===== config.mk =====
export PLATFORM = sky130hd
export DESIGN_NAME = jt12_slot_sched
export DESIGN_NICKNAME = d
export VERILOG_FILES = /design/src/rtl/jt12_slot_sched.sv
export SDC_FILE = /design/constraint.sdc
export NUM_CORES = 1
export LEC_CHECK = 0
export CAP_MARGIN = 20
export CORE_MARGIN = 2
export CORE_UTILIZATION = 38
export CTS_CLUSTER_DIAMETER = 200
export DETAILED_ROUTE_END_ITERATION = 6
export GPL_TIMING_DRIVEN = 0
export HOLD_SLACK_MARGIN = 0.08
export PLACE_DENSITY = 0.71
export SLEW_MARGIN = 20
export SYNTH_ARGS = -nofsm -noshare
export SYNTH_HDL_FRONTEND = slang
export SYNTH_SLANG_ARGS = --single-unit
export TNS_END_PERCENT = 1

===== constraint.sdc =====
create_clock -name clk -period 1.8 [get_ports clk]
set_clock_uncertainty 0.1 [all_clocks]
set_input_delay 0.27 -clock clk [delete_from_list [all_inputs] [get_ports clk]]
set_output_delay 0.27 -clock clk [all_outputs]
set_load 0.01 [all_outputs]

===== src/rtl/jt12_slot_sched.sv =====
// Slot sequencer and single-entry write scheduler for the 24-stage per-slot ring.
// A write waits for its target channel/operator slot, then steers one word into the ring input.
module jt12_slot_sched #(
    parameter int DW    = 8,
    parameter int SLOTS = 24
) (
    input  logic          clk,
    input  logic          rst_n,
    input  logic          cen,
    input  logic          wr_req,
    input  logic [2:0]    wr_ch,
    input  logic [1:0]    wr_op,
    input  logic [DW-1:0] wr_data,
    output logic          wr_busy,
    output logic          wr_ack,
    output logic          wr_err,
    output logic [4:0]    slot,
    output logic [2:0]    cur_ch,
    output logic [1:0]    cur_op,
    output logic          zero,
    output logic          ring_we,
    output logic [DW-1:0] ring_din
);

    typedef enum logic [1:0] {
        IDLE = 2'd0,
        WAIT = 2'd1,
        DONE = 2'd2
    } state_t;

    localparam logic [4:0] LAST_SLOT = 5'(SLOTS - 1);
    localparam logic [2:0] LAST_CH   = 3'd5;

    state_t     state, state_nx;
    logic [2:0] tgt_ch;
    logic [1:0] tgt_op;
    logic       err_flag;
    logic       req_ok;
    logic       slot_hit;

    // Slot counter: channel is the fast index, operator the slow one.
    // NOTE: sequential state uses non-blocking assignments so every register samples pre-edge values.
    always_ff @(posedge clk or negedge rst_n) begin
        if (!rst_n) begin
            cur_ch <= 3'd0;
            cur_op <= 2'd0;
            slot   <= 5'd0;
        end else if (cen) begin
            if (cur_ch == LAST_CH) begin
                cur_ch <= 3'd0;
                cur_op <= cur_op + 2'd1;
            end else begin
                cur_ch <= cur_ch + 3'd1;
            end
            slot <= (slot == LAST_SLOT) ? 5'd0 : slot + 5'd1;
        end
    end

    assign zero     = (slot == 5'd0);
    assign req_ok   = (wr_ch <= LAST_CH);
    assign slot_hit = (cur_ch == tgt_ch) && (cur_op == tgt_op);

    always_ff @(posedge clk or negedge rst_n) begin
        if (!rst_n) begin
            state <= IDLE;
        end else begin
            state <= state_nx;
        end
    end

    // NOTE: next state gets a default before the case so no path can infer a latch.
    always_comb begin
        state_nx = state;
        case (state)
            IDLE: if (wr_req) state_nx = req_ok ? WAIT : DONE;
            WAIT: if (ring_we) state_nx = DONE;
            DONE: state_nx = IDLE;
            default: state_nx = IDLE;
        endcase
    end

    // Request capture; ring_din doubles as the latched data and holds between writes.
    always_ff @(posedge clk or negedge rst_n) begin
        if (!rst_n) begin
            tgt_ch   <= 3'd0;
            tgt_op   <= 2'd0;
            err_flag <= 1'b0;
            ring_din <= '0;
        end else if (state == IDLE && wr_req) begin
            err_flag <= !req_ok;
            if (req_ok) begin
                tgt_ch   <= wr_ch;
                tgt_op   <= wr_op;
                ring_din <= wr_data;
            end
        end
    end

    assign ring_we = (state == WAIT) && cen && slot_hit;
    assign wr_busy = (state == WAIT);
    assign wr_ack  = (state == DONE);
    assign wr_err  = (state == DONE) && err_flag;

endmodule


# Word level (Yosys, flattened, before mapping)
# Cells that the tools add are included.
op_classes:
  eq_ne: 8
  n_reduce_logical: 11
  magnitude_cmp: 1
  muxes: 6
  addsub: 3
ops:
  columns: ["op", "count"]
  rows:
  - ["$mux W2", 3]
  - ["$reduce_and A2 Y1", 3]
  - ["$add A5 B1 Y5 const B", 1]
  - ["$eq A5 B5 Y1 const B", 1]
  - ["$logic_and A1 B1 Y1", 5]
  - ["$logic_not A5 Y1", 1]
  - ["$mux W5", 1]
  - ["$pmux W2 S2", 1]
  - ["$add A3 B1 Y3 const B", 1]
  - ["$eq A3 B3 Y1", 1]
  - ["$eq A3 B3 Y1 const B", 1]
  - ["$le A3 B3 Y1 const B", 1]
  - ["$mux W3", 1]
  - ["$add A2 B1 Y2 const B", 1]
  - ["$eq A2 B1 Y1 const B", 1]
  - ["$eq A2 B2 Y1", 1]
  - ["$eq A2 B2 Y1 const B", 1]
  - ["$logic_not A2 Y1", 1]
  - ["$ne A2 B1 Y1 const B", 1]
  - ["$ne A2 B2 Y1 const B", 1]
  - ["$logic_not A1 Y1", 1]
totals:
  in_bits: 17
  elab_cells: 37
  ff_bits: 26

# Longest topological paths before layout
# Gate-level depths: netlist of the first run.
depth:
  word_depth: 5
  depth_mapped: 4
  ltp_nobuf: 4

# Least setup slack after synthesis of the first run
# OpenSTA, ideal clock, no wires.
synth_timing:
  kind: "reg2reg"
  startpoint: "register state[0]"
  endpoint: "register ring_din[1]"
  required_ns: 1.575
  setup_slack_ns: 0.216
  setup_time_ns: 0.125
  stages_incl_launch_ff: 5
  arrival_ns: 1.359
  cell_sequence: "dfrtp_1 > or3b_4 > nand2b_4 > buf_6 > mux2_4"
synth_via:
  elab_chain_cells: 3
synth_lines:
  columns: ["element", "line", "rtl"]
  rows:
  - ["start, declared", "34", "state_t state, state_nx;"]
  - ["start signal, assigned", "67", "state <= state_nx;"]
  - ["$logic_not A2 Y1", "89", "end else if (state == IDLE && wr_req) begin"]
  - ["$logic_and A1 B1 Y1", "89", null]
  - ["$reduce_and A2 Y1 (no source line)", null, null]
  - ["end signal, assigned", "94", "ring_din <= wr_data;"]
  - ["end, declared", "22", "output logic [DW-1:0] ring_din"]
# No other way between the ends.
# A chain may end at the register's enable or synchronous reset.

# Final worst setup path of the first run
layout_timing:
  startpoint: "register tgt_op[0]"
  endpoint: "register state[0]"
layout_via:
  elab_chain_cells: 5
layout_lines:
  columns: ["element", "line", "rtl"]
  rows:
  - ["start, declared", "36", "logic [1:0] tgt_op;"]
  - ["start signal, assigned", "93", "tgt_op <= wr_op;"]
  - ["$eq A2 B2 Y1", "61", "assign slot_hit = (cur_ch == tgt_ch) && (cur_op == tgt_op);"]
  - ["$logic_and A1 B1 Y1", "61", null]
  - ["$logic_and A1 B1 Y1", "99", "assign ring_we = (state == WAIT) && cen && slot_hit;"]
  - ["$ne A2 B1 Y1 (no source line)", null, null]
  - ["$reduce_and A2 Y1 (no source line)", null, null]
# No other way between the ends.

==> results of run 1 <==
==> worst max-delay path: cells and delay by family (launching register included) <==
kind	cells	cell delay (ns)
buffers and inverters	5	0.57
and+or+nand+nor	2	0.42
DFF	1	0.41
AOI/OAI and AO/OA	1	0.17
xor gates and xnor gates	1	0.16
==> stage by stage <==
step	instance area, µm²	hold slack (ns)	std cells
5_1_grt	1730	0.405	180
3_3_place_gp	1610	0.392	167
4_1_cts	1700	0.384	179
2_1_floorplan	1170	-0.126	95
6_report	1730	0.366	180
3_5_place_dp	1600	0.207	167
==> cell usage in the layout (no fill, tap or decap), types with 4 or more instances in the layout <==
cell type,instances
nand3_1,6
o21ai_0,4
xor2_1,5
nand2_1,6
mux2_4,8
xnor2_1,4
nor2_1,8
clkdlybuf4s50_1,31
dfrtp_1,23
buf_6,4
buf_4,5
==> area by class of cell <==
class                   instances  area [µm²]
multi-input cells              63         507
clock buffers                   4        36.3
flip-flops and latches         26         654
repair buffers                 48         458
inverters                       4        15.0
plain buffers                   2        16.3
fillers                       269        1270
well taps                      33        41.3
==> Yosys cell counts <==
master,number,area share
and2b_1,1,0.0064
and2_1,1,0.0053
nor2_1,8,0.026
o21ai_0,4,0.017
nand2_1,6,0.019
a21boi_0,1,0.0064
a21bo_2,1,0.0085
nand4b_1,1,0.0075
nand3_1,6,0.026
or2b_1,1,0.0064
mux2_4,8,0.10
a211oi_1,1,0.0064
nor4_1,1,0.0053
dfrtp_1,26,0.55
or3b_4,1,0.0096
a21o_1,2,0.013
xnor2_1,4,0.030
nor4b_1,1,0.0075
buf_6,1,0.0096
mux2_2,3,0.029
inv_1,4,0.013
o22ai_1,1,0.0053
nand4_1,2,0.011
clkbuf_1,1,0.0032
ha_1,2,0.021
nand2b_4,1,0.012
nor3_1,1,0.0043
xor2_1,5,0.037
==> per-layer routing <==
layer  vias up  part of all wire  GRT usage
met5         -                 0          0
met4         0             0.011     0.0667
met3         2             0.043     0.0175
met2        22              0.50      0.267
met1       426              0.45      0.189
li1        431                 -          -
==> sequential cells by signal, indices dropped and copies added, names as in the netlist <==
name      cells
err_flag      1
tgt_op        2
ring_din      8
state         2
tgt_ch        3
cur_op        2
slot          5
cur_ch        3
==> cell families (layout without fill, tap and decap cells) <==
family | Yosys count | count (layout) | synth area share
compound gates | 10 | 10 | 0.0564
xor+xnor | 9 | 9 | 0.0671
fa+ha+maj | 2 | 2 | 0.0213
buf+inv | 6 | 58 | 0.0256
flops | 26 | 26 | 0.554
mux | 11 | 11 | 0.131
simple gates | 31 | 31 | 0.145
==> timing repair <==
| action | in CTS | in global routing |
|---|---|---|
| hold endpoints to repair | 26 | 0 |
| endpoints found under the setup margin | 5 | 8 |
| pin swaps | 5 | 4 |
| hold buffers | 1 | 0 |
| resized for setup | 17 | 7 |
| buffers inserted | 8 | 1 |
| cloned | 0 | 0 |
==> power groups by stage <==
stage	Combinational (µW)	Clock, µW	Sequential [µW]
2_1_floorplan	563	0	1180
3_3_place_gp	1190	0	1110
3_5_place_dp	1220	0	1130
4_1_cts	1320	299	1090
5_1_grt	1420	325	1140
6_report	1310	287	1100
==> path summary, 6_finish.rpt <==
check,slack (ns),to,cells past startpoint
worst max-delay path,-0.15,state[0],9
worst min-delay path,0.37,tgt_op[0],2
worst max register to register,-0.15,state[0],9
worst min register to register,0.43,cur_op[1],1
max in group asynchronous,0.83,slot[2],2
min in group clk,0.43,cur_op[1],1
==> results_dict.tcl, run 1 <==
set metrics [dict create \
    min_period_ns 1.95 \
    ant_nets 0 \
    antenna_found_initial 0 \
    cts_buffers 3 \
    start_kind "register" \
    io_pins 40 \
    clkPwrFrac 0.106 \
    run_status "finished, violations left" \
    max_stage_delay_ns 0.41 \
    crit_required_ns 1.91 \
    syn_area_per_cell_um2 12.4 \
    die_area_mm2 0.00355 \
    cts_tree "done" \
    r2r-start "tgt_op[0]" \
    p_leak_uw 0.000828 \
    timing.fmax_ghz 0.513 \
    vdd_drop_max_v 0.000597 \
    drc 0 \
    combPwrFrac 0.487 \
    cp_data_arrival_time_ns 2.06 \
    maxSlewHeadroom 0.626 \
    grt_max_degree 27 \
    finalCritPeriodShare 1.08 \
    ys_seq_area_frac 0.554 \
    cpMostUsedCell "buf_6" \
    drt-initial-drc-count 29 \
    syn_inst 95 \
    fin_util 0.575 \
    core_mm2 0.00300 \
    cp-end-kind "register" \
    drive_gt1_frac 0.252 \
    ys_ff_latch 26 \
    powerDensity_mw_per_mm2 1560 \
    worst_slew_pin_slew_ns 0.561 \
    rows 20 \
    clock_path_buffers 2 \
    hold_violations 0 \
    first_pass_iters 4 \
    crit_start "tgt_op[0]" \
    crit_chain "xor2_1 -> nor4_1 -> nand3_1 -> buf_4 -> buf_4 -> buf_6 -> buf_6 -> buf_6 -> a21bo_2" \
    pre_cts_slack_ns -0.629 \
    final_nets 167 \
    die_h_um 59.6 \
    crit_type "register to register" \
    die_w_um 59.6 \
    synthDistinctLibCells 28 \
    synth_fp_nets 114 \
    io_buffers 39 \
    hpwl_mm 1.76 \
    htree_levels 1 \
    crit_slowest_cell "dfrtp_1" \
    path_max_fanout 2 \
    area_growth_pct 47.1 \
    clk_pin_slew_ns 0.14 \
    swShare 0.330 \
    grt_usage 0.153 \
    violations "setup timing" \
    p_sw_uw 890 \
    antenna_cells 0 \
    initial_utilization 0.391 \
    drt-wirelength-per-cell_um 13.4 \
    cts_root_buf "clkbuf_4" \
    slew_violations 0 \
    rsz0062_at_grt "true" \
    ys_warn_count 0 \
    setup_ws_ns -0.148 \
    internal_power_uw 1810 \
    maxCapViolations 0 \
    clkSinkCount 26 \
    grt_pass1_wl_mm 4.03 \
    finalPower_uw 2700 \
    p_seq_frac 0.407 \
    grt_overflow_total 0 \
    tns_ns -0.360 \
    synthesis.area_mm2 0.00117 \
    finalSetupViolations 3 \
    place_congestion 0.748 \
    num_vias 881 \
    insertion_delay_ns 0.31 \
    hold_path_class "input port to asynchronous set/reset pin" \
    grt_pass1_vias 914 \
    drt_wl_total_mm 2.42 \
    via_per_inst 4.89 \
]
(Power assumes the default switching activity.)
==> run 2, diff against run 1 <==
MAX_ROUTING_LAYER = met4   (was not set)
==> run 2 against run 1 <==
Against the previous run:
- the run still ends with setup timing left
- worst hold slack is essentially flat
- non-clock buffer count unchanged
- global-route usage up 0.45 points
- utilization unchanged
- fmax barely moved
- clock power about the same
- die area stayed put
- critical path depth stayed put
- critical endpoint unchanged
==> results_dict.tcl, run 2 (synthesis gave the netlist of run 1 again) <==
set metrics [dict create \
    stdcell_count 180 \
    crit_slowest_cell "dfrtp_1" \
    grt_pass1_wl_mm 4.03 \
    multiInputGateArea_um2 507 \
    p_leak_uw 0.000828 \
    grt_max_degree 27 \
    io_pins 40 \
    combPwrFrac 0.487 \
    die_h_um 59.6 \
    finalSetupViolations 3 \
    drive_gt1_frac 0.252 \
    p_sw_uw 891 \
    swShare 0.330 \
    drt-initial-drc-count 29 \
    min_period_ns 1.95 \
    drt-wirelength-per-cell_um 13.4 \
    finalCritPeriodShare 1.08 \
    die_area_mm2 0.00355 \
    place_congestion 0.758 \
    cpLargestDelayFamily "buffers and inverters" \
    io_buffers 39 \
    vdd_drop_max_v 0.000597 \
    antenna_found_initial 0 \
    worst_slew_pin_slew_ns 0.561 \
    run_status "finished, violations left" \
    internal_power_uw 1810 \
    clock_path_buffers 2 \
    cts_root_buf "clkbuf_4" \
    cp_data_arrival_time_ns 2.06 \
    crit_buf_inv 5 \
    final_common_cell "clkdlybuf4s50_1" \
    hpwl_mm 1.76 \
    path_max_fanout 2 \
    htree_levels 1 \
    maxCapViolations 0 \
    maxSlewHeadroom 0.626 \
    crit_required_ns 1.91 \
    dp_cells 167 \
    ant_nets 0 \
    drc 0 \
    die_w_um 59.6 \
    p_seq_frac 0.407 \
    hold_path_class "input port to asynchronous set/reset pin" \
    first_pass_iters 4 \
    slew_violations 0 \
    timing.fmax_ghz 0.513 \
    largest_reg_flops 8 \
    fill_cells 269 \
    core_mm2 0.00300 \
    grt_pass1_vias 914 \
    antenna_cells 0 \
    setup_ws_ns -0.148 \
    crit_type "register to register" \
    seq_area_um2 654 \
    clk_pin_slew_ns 0.14 \
    clkSinkCount 26 \
    violations "setup timing" \
    num_vias 881 \
    max_stage_delay_ns 0.41 \
    start_kind "register" \
    grt_overflow_total 0 \
    cpMostUsedCell "buf_6" \
    insertion_delay_ns 0.31 \
    rows 20 \
    pre_cts_slack_ns -0.629 \
    crit_chain "xor2_1 -> nor4_1 -> nand3_1 -> buf_4 -> buf_4 -> buf_6 -> buf_6 -> buf_6 -> a21bo_2" \
    hold_violations 0 \
    initial_utilization 0.391 \
    cts_buffers 3 \
    drt_wl_total_mm 2.42 \
    reg_top3 "ring_din x8, slot x5" \
    cp-end-kind "register" \
    cts_tree "done" \
    final_nets 167 \
    regMostFlops "ring_din" \
    clkPwrFrac 0.106 \
    rsz0062_at_grt "true" \
    area_growth_pct 47.1 \
    grt_usage 0.157 \
    mostFrequentLayoutCells "clkdlybuf4s50_1, dfrtp_1, nor2_1, mux2_4" \
    powerDensity_mw_per_mm2 1560 \
    via_per_inst 4.89 \
]
run 2: what timing repair did:
action,4_1_cts,5_1_grt
hold buffers,1,0
hold endpoints to repair,26,0
resized for setup,17,7
setup buffers,8,1
endpoints found under the setup margin,5,8
pin swaps,5,4
run 2: per-stage QoR:
| stage | area (µm²) | total power, µW | hold slack, ns | utilization | TNS (ns) |
|---|---|---|---|---|---|
| final | 1730 | 2700 | 0.366 | 0.575 | -0.359 |
| after CTS | 1700 | 2720 | 0.384 | 0.566 | -0.216 |
| after detailed placement | 1600 | 2350 | 0.207 | 0.533 | -2.33 |
| after global routing | 1730 | 2890 | 0.405 | 0.575 | -0.584 |
| after floorplan | 1170 | 1740 | -0.126 | - | 0 |
| after global placement | 1610 | 2300 | 0.392 | 0.535 | -2.21 |
run 2: final timing paths:
kind / start / to / slack [ns] / cells after the start
setup / recovery: tgt_op[0] / state[0] / -0.15 / 9
min in group clk: cur_op[1] / cur_op[1] / 0.43 / 1
hold / removal: rst_n / tgt_op[0] / 0.37 / 2
setup reg to reg: tgt_op[0] / state[0] / -0.15 / 9
hold reg to reg: cur_op[1] / cur_op[1] / 0.43 / 1
max in group asynchronous: rst_n / slot[2] / 0.83 / 2
run 2: final cells by class:
class / count / area share
Clock buffer: 4 / 0.0210
Sequential cell: 26 / 0.379
Timing Repair Buffer: 48 / 0.265
Buffer: 2 / 0.00941
Multi-Input combinational cell: 63 / 0.293
Inverter: 4 / 0.00869
Tap cell: 33 / 0.0239
run 2: power groups by stage:
stage | clock network [µW] | registers [µW] | logic [µW]
after floorplan | 0 | 1180 | 563
after global placement | 0 | 1110 | 1190
after detailed placement | 0 | 1130 | 1220
after CTS | 299 | 1090 | 1320
after global routing | 325 | 1140 | 1420
final | 287 | 1100 | 1320
run 2: worst reg2reg max path: cells and delay by family (launching register included):
kind                   cells  cell delay (ns)
AO/OA/AOI/OAI              1             0.17
XOR/XNOR                   1             0.16
buffers and inverters      5             0.57
flip-flops                 1             0.41
AND/OR/NAND/NOR            2             0.42
run 2: routing by layer:
layer / GRT usage / vias up / share of wire
li1: - / 431 / -
met1: 0.191 / 426 / 0.45
met2: 0.267 / 22 / 0.50
met3: 0.0153 / 2 / 0.040
met4: 0.0667 / 0 / 0.011
met5: - / - / 0
